**src/rtl/gps_if_pkg.sv**
```systemverilog
// gps_if_monitor shared types and constants.
// State encoding, readout word indices, WIN_BITS bounds.
package gps_if_pkg;

  typedef enum logic [1:0] {
    IDLE,
    RUN,
    DONE
  } state_t;

  localparam logic [1:0] IDX_IS = 2'd0;
  localparam logic [1:0] IDX_IM = 2'd1;
  localparam logic [1:0] IDX_QS = 2'd2;
  localparam logic [1:0] IDX_QM = 2'd3;

  localparam int WIN_BITS_MIN = 4;
  localparam int WIN_BITS_MAX = 15;

endpackage

```
**src/rtl/gps_sync2.sv**
```systemverilog
// Two-flop synchronizer for one asynchronous bit.
// Async active-low reset clears both stages.
module gps_sync2 (
  input  logic clk,
  input  logic rst_n,
  input  logic d,
  output logic q
);

  logic s1;

  // capture stage then settle stage
  always_ff @(posedge clk or negedge rst_n) begin
    if (!rst_n) begin
      s1 <= 1'b0;
      q  <= 1'b0;
    end else begin
      s1 <= d;
      q  <= s1;
    end
  end

endmodule

```
**src/rtl/gps_if_monitor.sv**
```systemverilog
// Front-end sample conditioning and occupancy windows.
// Syncs 2-bit ADC I/Q, counts sign/mag ones per window.
module gps_if_monitor
  import gps_if_pkg::*;
#(
  parameter int WIN_BITS = 12
) (
  input  logic        clk,
  input  logic        rst_n,
  input  logic        I_sign_a,
  input  logic        I_mag_a,
  input  logic        Q_sign_a,
  input  logic        Q_mag_a,
  output logic        I_sign,
  output logic        I_mag,
  output logic        Q_sign,
  output logic        Q_mag,
  input  logic        win_start,
  input  logic        rd,
  output logic        busy,
  output logic        done,
  output logic [15:0] dout
);

  localparam int CW = WIN_BITS + 1;
  localparam logic [WIN_BITS-1:0] LAST = '1;

  if (WIN_BITS < WIN_BITS_MIN || WIN_BITS > WIN_BITS_MAX) begin : g_bad_win
    $error("gps_if_monitor: WIN_BITS out of range");
  end

  logic s_is, s_im, s_qs, s_qm;

  gps_sync2 u_sync_is (.clk(clk), .rst_n(rst_n), .d(I_sign_a), .q(s_is));
  gps_sync2 u_sync_im (.clk(clk), .rst_n(rst_n), .d(I_mag_a),  .q(s_im));
  gps_sync2 u_sync_qs (.clk(clk), .rst_n(rst_n), .d(Q_sign_a), .q(s_qs));
  gps_sync2 u_sync_qm (.clk(clk), .rst_n(rst_n), .d(Q_mag_a),  .q(s_qm));

  // output register after the synchronizers
  always_ff @(posedge clk or negedge rst_n) begin
    if (!rst_n) begin
      I_sign <= 1'b0;
      I_mag  <= 1'b0;
      Q_sign <= 1'b0;
      Q_mag  <= 1'b0;
    end else begin
      I_sign <= s_is;
      I_mag  <= s_im;
      Q_sign <= s_qs;
      Q_mag  <= s_qm;
    end
  end

  state_t state_q, state_d;

  // state register
  always_ff @(posedge clk or negedge rst_n) begin
    if (!rst_n) state_q <= IDLE;
    else        state_q <= state_d;
  end

  logic [WIN_BITS-1:0] smp_q;

  // next state; a restart always beats the final edge
  always_comb begin
    state_d = state_q;
    unique case (state_q)
      IDLE:    if (win_start) state_d = RUN;
      RUN:     if (!win_start && smp_q == LAST) state_d = DONE;
      DONE:    if (win_start) state_d = RUN;
      default: state_d = IDLE;
    endcase
  end

  assign busy = (state_q == RUN);
  assign done = (state_q == DONE);

  logic [CW-1:0] cnt_is, cnt_im, cnt_qs, cnt_qm;

  // window counters; restart cycle's sample is dropped
  always_ff @(posedge clk or negedge rst_n) begin
    if (!rst_n) begin
      cnt_is <= '0;
      cnt_im <= '0;
      cnt_qs <= '0;
      cnt_qm <= '0;
      smp_q  <= '0;
    end else if (win_start) begin
      cnt_is <= '0;
      cnt_im <= '0;
      cnt_qs <= '0;
      cnt_qm <= '0;
      smp_q  <= '0;
    end else if (state_q == RUN) begin
      cnt_is <= cnt_is + CW'(I_sign);
      cnt_im <= cnt_im + CW'(I_mag);
      cnt_qs <= cnt_qs + CW'(Q_sign);
      cnt_qm <= cnt_qm + CW'(Q_mag);
      smp_q  <= smp_q + WIN_BITS'(1);
    end
  end

  logic [1:0] rd_ptr;

  // readout pointer; win_start takes priority over rd
  always_ff @(posedge clk or negedge rst_n) begin
    if (!rst_n)         rd_ptr <= IDX_IS;
    else if (win_start) rd_ptr <= IDX_IS;
    else if (rd)        rd_ptr <= rd_ptr + 2'd1;
  end

  // live readout mux, zero-extended to 16 bits
  always_comb begin
    dout = '0;
    unique case (rd_ptr)
      IDX_IS:  dout[CW-1:0] = cnt_is;
      IDX_IM:  dout[CW-1:0] = cnt_im;
      IDX_QS:  dout[CW-1:0] = cnt_qs;
      IDX_QM:  dout[CW-1:0] = cnt_qm;
      default: dout = '0;
    endcase
  end

endmodule

```
**config.mk**
```make
export PLATFORM = sky130hd
export DESIGN_NAME = gps_if_monitor
export DESIGN_NICKNAME = d
export VERILOG_FILES = /design/src/rtl/gps_if_pkg.sv /design/src/rtl/gps_sync2.sv /design/src/rtl/gps_if_monitor.sv
export SDC_FILE = /design/constraint.sdc
export NUM_CORES = 1
export LEC_CHECK = 0
export CELL_PAD_IN_SITES_DETAIL_PLACEMENT = 1
export CELL_PAD_IN_SITES_GLOBAL_PLACEMENT = 1
export CORE_UTILIZATION = 40
export DETAILED_ROUTE_END_ITERATION = 6
export PLACE_DENSITY = 0.8
export RECOVER_POWER = 100
export SETUP_SLACK_MARGIN = 0.15
export SLEW_MARGIN = 20
export SYNTH_ARGS = -nofsm -noshare
export SYNTH_HDL_FRONTEND = slang
export SYNTH_SLANG_ARGS = --single-unit
```
**constraint.sdc**
```tcl
create_clock -name clk -period 4.55 [get_ports clk]
set_clock_uncertainty 0.1 [all_clocks]
set_input_delay 0.91 -clock clk [delete_from_list [all_inputs] [get_ports clk]]
set_output_delay 0.91 -clock clk [all_outputs]
set_load 0.005 [all_outputs]
```
==> impl_metrics.json <==
{
  "tightestPinTransition_ns": 2.60,
  "coreArea_mm2": 0.00977,
  "multi_input_area_mm2": 0.00186,
  "nets": 443,
  "power_density_mw_per_mm2": 307,
  "worst-setup-path-type": "flip-flop to primary output",
  "routed_wl_um": 9940,
  "fmax_ghz": 0.275,
  "clk_latency_ns": 0.37,
  "cts_tree": "yes",
  "vias_per_cell": 5.66,
  "cts_made_buffers": 9,
  "setup_tns_ns": 0,
  "ant_nets": 0,
  "gp_congestion": 0.837,
  "route.detailed.drc": 0,
  "dpl.cell_count": 544,
  "slew_viol_final": 138,
  "clkTransAtPathRegs_ns": 0.08,
  "htree_levels": 3,
  "drt_iter0_markers": 131,
  "grt-busiest-layer": "met2",
  "grt_use_total_pct": 21.1,
  "worstPathMaxFanout": 13,
  "cts_resized": 0,
  "cts_root_buffer": "clkbuf_8",
  "ys_ff_latch": 80,
  "worstHoldPathType": "flip-flop to flip-flop",
  "antenna_found_initial": 0,
  "fin_ws_ns": 0.907,
  "postCtsSetupRepairBufs": 0,
  "post-place-ws_ns": 1.39,
  "synthCells": 403,
  "status": "complete, but fails checks",
  "yosysWarnings": 0,
  "fp.dieArea_mm2": 0.0105,
  "yosys.cell_types.count": 35,
  "grt_setup_unrepaired": "no",
  "stdcell_count": 560,
  "max-slew-margin-rel_pct": -73.6,
  "cts_hold_buf": 0,
  "final_area_mm2": 0.00455,
  "synthFlopType": "dfrtp_1",
  "setup_violations": 0,
  "grtUsageMet3_pct": 6.77,
  "initial_utilization_pct": 41.1,
  "io_buffers": 26,
  "period_share_pct": 80.1,
  "finalHoldViolations": 0,
  "overflow": 0,
  "maxCapViolations": 2,
  "yosysSeqAreaShare_pct": 49.8,
  "register_area_mm2": 0.00200,
  "routedWlPerCell_um": 17.7,
  "drive_above_1_share_pct": 3.98,
  "p_leak_nw": 1.96,
  "arrival_ns": 2.63,
  "end_kind": "primary output",
  "die_x_um": 102,
  "grt_max_degree": 81,
  "ir_drop_mv": 0.189,
  "die_h_um": 102,
  "final_cell_mix": "80 x dfrtp_1, 48 x nor2_1, 38 x nand2_1",
  "firstDrtPassIters": 5,
  "syn_area_mm2": 0.00402,
  "violations": "max-capacitance violations, max-slew violations",
  "clock_sinks": 80,
  "cp-start-kind": "flip-flop",
  "period_needed_ns": 3.64,
  "layout.cells.most_common": "dfrtp_1",
  "place_area_mm2": 0.00436,
  "num_vias": 3167,
  "async_reset_ff_share_pct": 100,
  "row_count": 36,
  "hpwlAfterDp_um": 6800,
  "avgSynthCellArea_um2": 9.98,
  "globalRouteMet2Util_pct": 33.0,
  "diodes": 0,
  "grt_util_met1_pct": 27.5,
  "synth-edff-count": 0,
  "grt_pass1_wl_um": 16800,
  "fillers": 1119,
  "grt_pass1_vias": 3285,
  "io_pins": 30,
  "clock_path_buffers": 2,
  "area_growth_pct": 13.3,
  "crit_required_ns": 3.54
}
==> metal layers <==
layer  wire length [µm]  up-vias
li1                   -     1448
met3                507       27
met1               4460     1605
met4                255        0
met2               4710       87
met5                  0        -
==> power breakdown <==
part	total, mW	switching (mW)	internal (mW)
registers	0.743	0.0161	0.727
logic	0.0991	0.0638	0.0354
clock network	0.554	0.270	0.285
==> layout make-up <==
| class | count | share of cell area (%) |
|---|---|---|
| multi-input cells | 287 | 40.9 |
| flip-flops and latches | 80 | 44.0 |
| repair buffers | 27 | 5.55 |
| well taps | 133 | 3.65 |
| clock inverters | 4 | 1.13 |
| inverters | 17 | 1.40 |
| clock buffers | 12 | 3.41 |
==> through the flow <==
step           hold slack [ns]  total power, mW  util (%)
2_1_floorplan            0.231            0.812         -
3_3_place_gp             0.233            0.854      44.6
3_5_place_dp             0.237            0.860      44.6
4_1_cts                  0.257             1.42      46.7
5_1_grt                  0.261             1.46      46.6
6_report                 0.253             1.40      46.6
==> synth_stat cells (4+ instances only) <==
| library cell | count | area, µm² |
|---|---|---|
| o21ai_0 | 6 | 30.0 |
| nand3_1 | 16 | 80.1 |
| or3_1 | 6 | 37.5 |
| nand4_1 | 20 | 125 |
| dfrtp_1 | 80 | 2000 |
| buf_4 | 4 | 30.0 |
| nor3_1 | 7 | 35.0 |
| a21oi_1 | 18 | 90.1 |
| mux2i_1 | 14 | 140 |
| nor4_1 | 6 | 37.5 |
| xnor2_1 | 24 | 210 |
| xor2_1 | 23 | 201 |
| nand2_1 | 38 | 143 |
| clkbuf_1 | 10 | 37.5 |
| and2_1 | 4 | 25.0 |
| ha_1 | 13 | 163 |
| nor2_1 | 48 | 180 |
| a222oi_1 | 13 | 130 |
| and4b_1 | 4 | 40.0 |
| and3_1 | 5 | 31.3 |
| inv_1 | 17 | 63.8 |
| buf_2 | 4 | 20.0 |
==> state kept, by name, summed over array words and instances, names as in the netlist, 2 cells and up <==
signal   cells
state_q      2
cnt_qm      13
cnt_qs      13
rd_ptr       2
cnt_is      13
cnt_im      13
smp_q       12
==> worst paths after layout <==
kind / startpoint / endpoint / slack (ns) / cells after the start
hold reg to reg: u_sync_im.q / I_mag / 0.25 / 0
hold / removal: u_sync_im.q / I_mag / 0.25 / 0
setup reg to reg: state_q[0] / smp_q[8] / 2.24 / 5
setup / recovery: rd_ptr[0] / dout[12] / 0.91 / 4
min in group asynchronous: rst_n / cnt_im[4] / 1.00 / 1
max in group asynchronous: rst_n / state_q[0] / 2.14 / 1
==> worst max-delay path, stage by stage (launching register included) <==
cell	delay, ns
dfrtp_1	0.42
inv_1	0.11
ha_1	0.77
mux2i_1	0.35
dlygate4sd3_1	0.61
==> kinds of logic after synthesis <==
group,Yosys count,synth area share (%)
AO/OA/AOI/OAI,42,7.16
XOR/XNOR,47,10.2
adder cells (fa/ha/maj),13,4.05
buffers and inverters,38,4.05
flip-flops,80,49.8
multiplexers,14,3.49
other,1,0.0933
AND/OR/NAND/NOR,168,21.1
(Power assumes the default switching activity.)
